## src/rtl/miriscv_prefetch_fetch_unit.sv

```systemverilog
// ---------------------------------------------------------------------------
// miriscv_prefetch_fetch_unit
//   Prefetching instruction fetch stage. Keeps up to MAX_OUTSTANDING requests
//   in flight on a req/gnt/rvalid memory bus and buffers the returned words,
//   tagged with their PCs, in a FETCH_DEPTH-entry FIFO that feeds decode.
//   Handles pipeline stall, kill (branch redirect) and boot-address load.
//
// Ports
//   clk_i, arstn_i              clock, async active-low reset
//   boot_addr_i                 redirect target for cu_boot_addr_load_en_i
//   instr_req_o/gnt_i/addr_o    memory request channel (addr = pc_reg)
//   instr_rvalid_i/rdata_i      in-order memory responses
//   cu_pc_bra_i                 redirect target for cu_kill_f_i
//   cu_stall_f_i                decode does not consume this cycle
//   cu_kill_f_i                 flush + redirect to cu_pc_bra_i
//   cu_boot_addr_load_en_i      flush + redirect to boot_addr_i (wins over kill)
//   instr_o, fetched_pc_*_o     FIFO head (NOP / 0 when empty)
//   fetch_rvalid_o              FIFO non-empty
// ---------------------------------------------------------------------------

// Small synchronous queue: push/pop in any combination, optional flush.
module miriscv_fetch_queue #(
  parameter int DEPTH = 2,
  parameter int W     = 32
) (
  input  logic                         clk_i,
  input  logic                         arstn_i,
  input  logic                         flush_i,
  input  logic                         push_i,
  input  logic [W-1:0]                 wdata_i,
  input  logic                         pop_i,
  output logic [W-1:0]                 rdata_o,
  output logic [$clog2(DEPTH+1)-1:0]   count_o
);
  localparam int AW = (DEPTH > 1) ? $clog2(DEPTH) : 1;
  localparam int CW = $clog2(DEPTH + 1);

  logic [DEPTH-1:0][W-1:0] mem_q;
  logic [AW-1:0]           wr_ptr_q, rd_ptr_q;
  logic [CW-1:0]           cnt_q;

  // Explicit wrap so DEPTH need not fill the pointer range.
  function automatic logic [AW-1:0] ptr_inc(input logic [AW-1:0] p);
    return (p == AW'(DEPTH - 1)) ? '0 : p + AW'(1);
  endfunction

  always_ff @(posedge clk_i or negedge arstn_i) begin
    if (!arstn_i) begin
      mem_q    <= '0;
      wr_ptr_q <= '0;
      rd_ptr_q <= '0;
      cnt_q    <= '0;
    end else if (flush_i) begin
      wr_ptr_q <= '0;
      rd_ptr_q <= '0;
      cnt_q    <= '0;
    end else begin
      if (push_i) begin
        mem_q[wr_ptr_q] <= wdata_i;
        wr_ptr_q        <= ptr_inc(wr_ptr_q);
      end
      if (pop_i) rd_ptr_q <= ptr_inc(rd_ptr_q);
      if (push_i && !pop_i)      cnt_q <= cnt_q + CW'(1);
      else if (!push_i && pop_i) cnt_q <= cnt_q - CW'(1);
    end
  end

  assign rdata_o = mem_q[rd_ptr_q];
  assign count_o = cnt_q;
endmodule

module miriscv_prefetch_fetch_unit #(
  parameter int          XLEN            = 32,
  parameter int          FETCH_DEPTH     = 2,
  parameter int          MAX_OUTSTANDING = 2,
  parameter logic [31:0] NOP_INSTR       = 32'h00000013
) (
  input  logic            clk_i,
  input  logic            arstn_i,
  input  logic [XLEN-1:0] boot_addr_i,
  output logic            instr_req_o,
  input  logic            instr_gnt_i,
  output logic [XLEN-1:0] instr_addr_o,
  input  logic            instr_rvalid_i,
  input  logic [XLEN-1:0] instr_rdata_i,
  input  logic [XLEN-1:0] cu_pc_bra_i,
  input  logic            cu_stall_f_i,
  input  logic            cu_kill_f_i,
  input  logic            cu_boot_addr_load_en_i,
  output logic [XLEN-1:0] instr_o,
  output logic [XLEN-1:0] fetched_pc_addr_o,
  output logic [XLEN-1:0] fetched_pc_next_addr_o,
  output logic            fetch_rvalid_o
);
  localparam int CW = $clog2(FETCH_DEPTH + 1);
  localparam int OW = $clog2(MAX_OUTSTANDING + 1);
  localparam int SW = ((CW > OW) ? CW : OW) + 1;

  typedef struct packed {
    logic [XLEN-1:0] pc;
    logic [XLEN-1:0] instr;
  } fetch_entry_t;

  logic [XLEN-1:0] pc_q, pc_d;
  logic [OW-1:0]   outst_q, outst_d;
  logic [OW-1:0]   discard_q, discard_d;

  logic            redirect, grant;
  logic [XLEN-1:0] redirect_pc;
  logic [SW-1:0]   slots_used;

  logic            fifo_push, fifo_pop;
  logic [CW-1:0]   fifo_cnt;
  fetch_entry_t    fifo_wdata, fifo_head;
  logic [XLEN-1:0] pend_pc;
  logic [OW-1:0]   pend_cnt;

  assign redirect    = cu_boot_addr_load_en_i | cu_kill_f_i;
  // Boot load beats kill; targets are forced word aligned.
  assign redirect_pc = (cu_boot_addr_load_en_i ? boot_addr_i : cu_pc_bra_i) & ~XLEN'(3);

  // Slots already promised: buffered entries plus live (non-discarded)
  // requests. Requesting only below FETCH_DEPTH guarantees every kept
  // response a FIFO slot, so rvalid never needs back-pressure.
  assign slots_used  = SW'(fifo_cnt) + SW'(outst_q) - SW'(discard_q);
  assign instr_req_o = !redirect && (outst_q < OW'(MAX_OUTSTANDING)) &&
                       (slots_used < SW'(FETCH_DEPTH));
  assign instr_addr_o = pc_q;
  assign grant        = instr_req_o & instr_gnt_i;

  always_comb begin
    pc_d      = pc_q;
    discard_d = discard_q;
    outst_d   = outst_q + OW'(grant) - OW'(instr_rvalid_i);
    if (redirect)   pc_d = redirect_pc;
    else if (grant) pc_d = pc_q + XLEN'(4);
    // On redirect every response still pending after this cycle is stale;
    // re-deriving from the live count keeps back-to-back kills bounded.
    if (redirect)
      discard_d = outst_q - OW'(instr_rvalid_i);
    else if (instr_rvalid_i && discard_q != '0)
      discard_d = discard_q - OW'(1);
  end

  always_ff @(posedge clk_i or negedge arstn_i) begin
    if (!arstn_i) begin
      pc_q      <= '0;
      outst_q   <= '0;
      discard_q <= '0;
    end else begin
      pc_q      <= pc_d;
      outst_q   <= outst_d;
      discard_q <= discard_d;
    end
  end

  // PCs of granted requests, consumed in order as responses return
  // (including ones that are dropped).
  miriscv_fetch_queue #(.DEPTH(MAX_OUTSTANDING), .W(XLEN)) u_pend_q (
    .clk_i   (clk_i),
    .arstn_i (arstn_i),
    .flush_i (1'b0),
    .push_i  (grant),
    .wdata_i (pc_q),
    .pop_i   (instr_rvalid_i),
    .rdata_o (pend_pc),
    .count_o (pend_cnt)
  );

  assign fifo_push  = instr_rvalid_i && (discard_q == '0) && !redirect;
  assign fifo_pop   = fetch_rvalid_o && !cu_stall_f_i && !redirect;
  assign fifo_wdata = '{pc: pend_pc, instr: instr_rdata_i};

  miriscv_fetch_queue #(.DEPTH(FETCH_DEPTH), .W(2*XLEN)) u_fifo (
    .clk_i   (clk_i),
    .arstn_i (arstn_i),
    .flush_i (redirect),
    .push_i  (fifo_push),
    .wdata_i (fifo_wdata),
    .pop_i   (fifo_pop),
    .rdata_o (fifo_head),
    .count_o (fifo_cnt)
  );

  assign fetch_rvalid_o         = (fifo_cnt != '0);
  assign instr_o                = fetch_rvalid_o ? fifo_head.instr : NOP_INSTR;
  assign fetched_pc_addr_o      = fetch_rvalid_o ? fifo_head.pc : '0;
  assign fetched_pc_next_addr_o = fetch_rvalid_o ? fifo_head.pc + XLEN'(4) : '0;

  a_no_orphan_rvalid: assert property (@(posedge clk_i) disable iff (!arstn_i)
    instr_rvalid_i |-> (outst_q != '0));
  a_fifo_no_overflow: assert property (@(posedge clk_i) disable iff (!arstn_i)
    (fifo_push && !fifo_pop) |-> (fifo_cnt < CW'(FETCH_DEPTH)));
  a_fifo_no_underflow: assert property (@(posedge clk_i) disable iff (!arstn_i)
    fifo_pop |-> (fifo_cnt != '0));
  a_discard_bound: assert property (@(posedge clk_i) disable iff (!arstn_i)
    discard_q <= outst_q);
  a_pend_tracks: assert property (@(posedge clk_i) disable iff (!arstn_i)
    pend_cnt == outst_q);
endmodule

```

## config.mk

```make
export PLATFORM = sky130hd
export DESIGN_NAME = miriscv_prefetch_fetch_unit
export DESIGN_NICKNAME = d
export VERILOG_FILES = /design/src/rtl/miriscv_prefetch_fetch_unit.sv
export SDC_FILE = /design/constraint.sdc
export NUM_CORES = 1
export LEC_CHECK = 0
export CAP_MARGIN = 20
export CORE_MARGIN = 2
export CORE_UTILIZATION = 56
export DETAILED_ROUTE_END_ITERATION = 16
export MAX_ROUTING_LAYER = met4
export PLACE_DENSITY = 0.86
export SYNTH_ARGS = -nofsm -noshare
export SYNTH_HDL_FRONTEND = slang
export SYNTH_SLANG_ARGS = --single-unit
```

## constraint.sdc

```tcl
create_clock -name clk_i -period 4.95 [get_ports clk_i]
set_input_delay 0.495 -clock clk_i [delete_from_list [all_inputs] [get_ports clk_i]]
set_output_delay 0.495 -clock clk_i [all_outputs]
set_load 0.03 [all_outputs]
```

# Word-level counts from Yosys, hierarchy flattened
# Index checks and enable logic that the tools add are counted.
# word_totals
inputBits	103
output_inout_bits	130
wordCells	90
register_bits	234
# classes
n_bitwise	3
order_cmp	8
muxes	29
addsub	14
n_reduce_logical	24
# ops
cell	n
two-way mux 32 bit	9
two-way mux 64 bit	3
bitwise mux 128 bit	1
adder 32 x 3 -> 32 bit, second input constant	2
bitwise mux 64 bit	1
demux 64 bit (select 1 bit)	1
demux 32 bit (select 1 bit)	1
nonzero test 2 bit	6
logical AND 1 bit	11
two-way mux 2 bit	5
less-than comparator 1 x 2 -> 1 bit, second input constant	4
two-way mux 1 bit	8
adder 1 bit, second input constant	4
zero test 1 bit	4
subtractor 2 x 1 -> 2 bit	2
subtractor 2 x 1 -> 2 bit, second input constant	2
adder 2 x 2 -> 3 bit	1
less-than comparator 3 x 2 -> 1 bit, second input constant	1
nonzero test 3 bit	1
subtractor 3 x 2 -> 3 bit	1
adder 2 x 1 -> 2 bit	1
adder 2 x 1 -> 2 bit, second input constant	1
greater-or-equal comparator 1 bit, second input constant	2
zero test 2 bit	1
5 further kinds	5

# Logic depth before layout (Yosys ltp)
# depth
word_depth	8
mapped_depth	13
mapped_depth_nobuf	12

# Modules after synthesis
# Synthesis repeated with hierarchy kept, for this count alone.
# hier_totals
hier_cells	1053
area_unflattened_um2	12715.9
# by_module_without_submodules
mod	seq_area_each_um2	n_inst	cells_per_inst	area_each_um2
miriscv_fetch_queue at u_fifo	3303.2	1	359	6033.3
miriscv_prefetch_fetch_unit	850.8	1	505	3711.1
miriscv_fetch_queue at u_pend_q	1701.6	1	189	2971.6

# Worst setup path after synthesis
# No wires, ideal clock.
# synth_path
path_kind	flip-flop to output port
from	register u_fifo.rd_ptr_q
to	output fetched_pc_next_addr_o[22]
setup_slack_ps	1153
path_buffers	5
stages_incl_launch_ff	13
t_required_ps	4455
t_arrival_ps	3302
path_cell_list	dfrtp_1 -> buf_2 -> buf_2 -> buf_2 -> clkbuf_1 -> mux2_2 -> ha_1 -> inv_1 -> a211oi_1 -> clkbuf_1 -> nand2_1 -> o21a_1 -> nor3_1
# synth_between
elab_chain_cells	4
# synth_rtl
item	line_no	rtl
start, declared	39	logic [AW-1:0] wr_ptr_q, rd_ptr_q;
start signal, assigned	62	if (pop_i) rd_ptr_q <= ptr_inc(rd_ptr_q);
two-way mux 64 bit (not written as such) (2 in a row)	68	assign rdata_o = mem_q[rd_ptr_q];
adder 32 x 3 -> 32 bit	188	assign fetched_pc_next_addr_o = fetch_rvalid_o ? fifo_head.pc + XLEN'(4) : '0;
two-way mux 32 bit	188	
end, declared	92	output logic [XLEN-1:0] fetched_pc_next_addr_o,
# No other way between the ends. The select of a mux whose other input is x is not followed.

# Final worst setup path
# layout_path
from	register u_fifo.rd_ptr_q
to	output fetched_pc_next_addr_o[31]
# Same word-level chain as after synthesis.

==> flow_metrics.tcl <==
set metrics [dict create \
    holdBufCountCts 0 \
    netlist_area_um2 11700 \
    avgSynthCellArea_um2 10.2 \
    final_cells 1623 \
    dp.cells 1583 \
    grt_max_degree 126 \
    finalSetupViolations 0 \
    drtPass1Iterations 5 \
    clock_sinks 224 \
    postLayoutCoreUtil_pct 72.9 \
    powerDensity_nw_per_um2 433 \
    setup_tns_ns 0 \
    rrSetupSlack_ns 1.20 \
    die_w_um 149 \
    num_io_pins 233 \
    start_util_pct 57.4 \
    grt_pass1_vias 9720 \
    crit_family "compound AO/OA/AOI/OAI gates" \
    period_share_pct 91.9 \
    tritoncts "done" \
    synth_edf_count 0 \
    ant_nets 0 \
    clock_latency_ns 0.51 \
    dr.first_iter.drc_count 850 \
    cap_violations 0 \
    r2r_start "outst_q[1]$_DFF_PN0_" \
    timing.fmax_mhz 220 \
    fin_skew_ns 0.00919 \
    die_area_um2 22100 \
    avgViaCountPerCell 6.04 \
    rows 52 \
    preCtsSetupSlack_ns 1.02 \
    slew_viol_final 0 \
    dp_hpwl_um 21400 \
    crit_chain "nand3b_1 > o22ai_1 > nand4b_1 > o31a_1 > nor3_1 > clkdlybuf4s50_1" \
    vias 9809 \
    syn_to_final_growth_pct 27.0 \
    num_antenna_cells 0 \
    yosysSeqAreaShare_pct 47.8 \
    clk_path_buf_depth 3 \
    ir_drop_uv 233 \
    critPathArrivalTime_ns 4.05 \
    ys_types 62 \
    drc 0 \
    finalHoldViolCount 0 \
    port_buffers 222 \
    cp_max_fo 41 \
    cpPeakStageDelay_ns 0.73 \
    synth_flop_cell "dfrtp_1" \
    cp.required_ns 4.45 \
    path_buf_inv 1 \
    die_h_um 149 \
    period_needed_ns 4.55 \
    worstSetupEndpointType "output pin" \
    cts-buffers-inserted 23 \
    wl_per_cell_um 19.3 \
    grt_antenna_before_repair 0 \
    hold_path_class "in2async" \
    synth_seq_cells 224 \
    crit_slowest_cell "clkdlybuf4s50_1" \
    synth_cells 1147 \
    final_cell_mix "dfrtp_1 (223), clkdlybuf4s50_1 (221), mux2_2 (128)" \
    maxSlewHeadroom_pct 31.7 \
    place.gp.congestion 0.890 \
    worstSetupStartpointType "register" \
    reg2reg_depth 9 \
    layout-drive-gt1-share_pct 14.4 \
    rsz0062_at_grt "false" \
    grt_overflow 0 \
    r2r_end "instr_addr_o[31]$_DFFE_PN0P_" \
    finalNetCount 1450 \
    finalWorstSetupSlack_ns 0.402 \
    cts_setup_buffers 0 \
    leakage_nw 6.22 \
    grt_pass1_wl_um 50700 \
    path_clk_slew_ns 0.06 \
    mostFrequentLayoutCell "dfrtp_1" \
    grt_usage_pct 29.2 \
    root_buffer "clkbuf_16" \
    cts_htree_levels 1 \
    yosysWarnings 0 \
    core_um2 20400 \
    async_flop_share_pct 100 \
    ctsResizeCount 0 \
    status "finished, final reports clean" \
    crit_cells 6 \
    worst_slew_pin_slew_ns 1.02 \
    wl_um 31400 \
    critPathKind "reg2out" \
]
==> flip-flops by register name, summed over array words and instances (netlist names) <==
signal and flops:
discard_q 2, u_fifo.rd_ptr_q 1, u_fifo.wr_ptr_q 1, outst_q 2
u_pend_q.mem_q 60, u_fifo.count_o 2, u_fifo.mem_q 124, instr_addr_o 30
u_pend_q.rd_ptr_q 1, u_pend_q.wr_ptr_q 1
==> logic make-up after synthesis <==
logic type / share of synthesized area (%)
fa+ha+maj: 1.09
mux: 20.2
xor+xnor: 2.46
simple gates: 15.5
other cells: 0.0320
flops: 47.8
compound gates: 9.59
buf+inv: 3.36
==> power breakdown <==
part	internal (mW)	switching (mW)
Clock	0.958	0.702
Sequential	2.33	0.430
Combinational	0.957	1.08
==> cell type report <==
cell class	instances	area [µm²]
repair buffers	241	2410
clock buffers	33	683
inverters	14	52.6
multi-input cells	834	5770
well taps	270	338
clock inverters	7	42.5
fillers	1419	5530
flip-flops and latches	224	5610
==> synth_stat cells (5+ instances only) <==
master | instances | area [µm²]
buf_2 | 15 | 75.1
nand4b_1 | 5 | 43.8
a22oi_1 | 5 | 37.5
buf_1 | 12 | 45.0
clkbuf_1 | 47 | 176
nand3b_1 | 8 | 60.1
a221oi_1 | 5 | 43.8
a31oi_1 | 8 | 50.1
mux2i_1 | 93 | 931
o31a_1 | 6 | 52.6
o31ai_1 | 8 | 60.1
ha_1 | 7 | 87.6
nor2_1 | 128 | 480
dfrtp_1 | 224 | 5610
o21ai_0 | 62 | 310
mux2_2 | 128 | 1440
and2_1 | 12 | 75.1
nand2b_1 | 8 | 50.1
nand2_1 | 96 | 360
nor4_1 | 10 | 62.6
inv_1 | 13 | 48.8
nand3_1 | 31 | 155
xnor2_1 | 19 | 166
xor2_1 | 14 | 123
nor3_1 | 24 | 120
a21oi_1 | 55 | 275
or3_1 | 6 | 37.5
buf_4 | 6 | 45.0
nand4_1 | 17 | 106
and3_1 | 12 | 75.1
==> worst max path at each step <==
stage / startpoint / end
global route: u_fifo.rd_ptr_q$_DFFE_PN0P_ / fetched_pc_next_addr_o[30]
CTS: u_fifo.rd_ptr_q$_DFFE_PN0P_ / fetched_pc_next_addr_o[30]
finish: u_fifo.rd_ptr_q$_DFFE_PN0P_ / fetched_pc_next_addr_o[31]
floorplan: u_fifo.rd_ptr_q$_DFFE_PN0P_ / fetched_pc_next_addr_o[22]
global placement: u_fifo.rd_ptr_q$_DFFE_PN0P_ / fetched_pc_next_addr_o[31]
detailed placement: u_fifo.rd_ptr_q$_DFFE_PN0P_ / fetched_pc_next_addr_o[30]
==> routing by layer <==
| metal | vias up | track usage, % | part of all wire (%) |
|---|---|---|---|
| met3 | 61 | 5.69 | 8.3 |
| li1 | 4473 | - | - |
| met4 | 0 | 6.90 | 1.9 |
| met2 | 461 | 47.3 | 48 |
| met5 | - | - | 0 |
| met1 | 4814 | 38.5 | 42 |
==> stage by stage <==
stage	area [µm²]	hold WS, ns	power, mW
floorplan	11800	0.199	4.05
global placement	14200	0.462	4.64
detailed placement	14200	0.470	4.76
CTS	14900	0.195	6.46
global route	14900	0.243	6.81
finish	14900	0.0814	6.46
No activity file was read; power rests on OpenSTA's default activity.
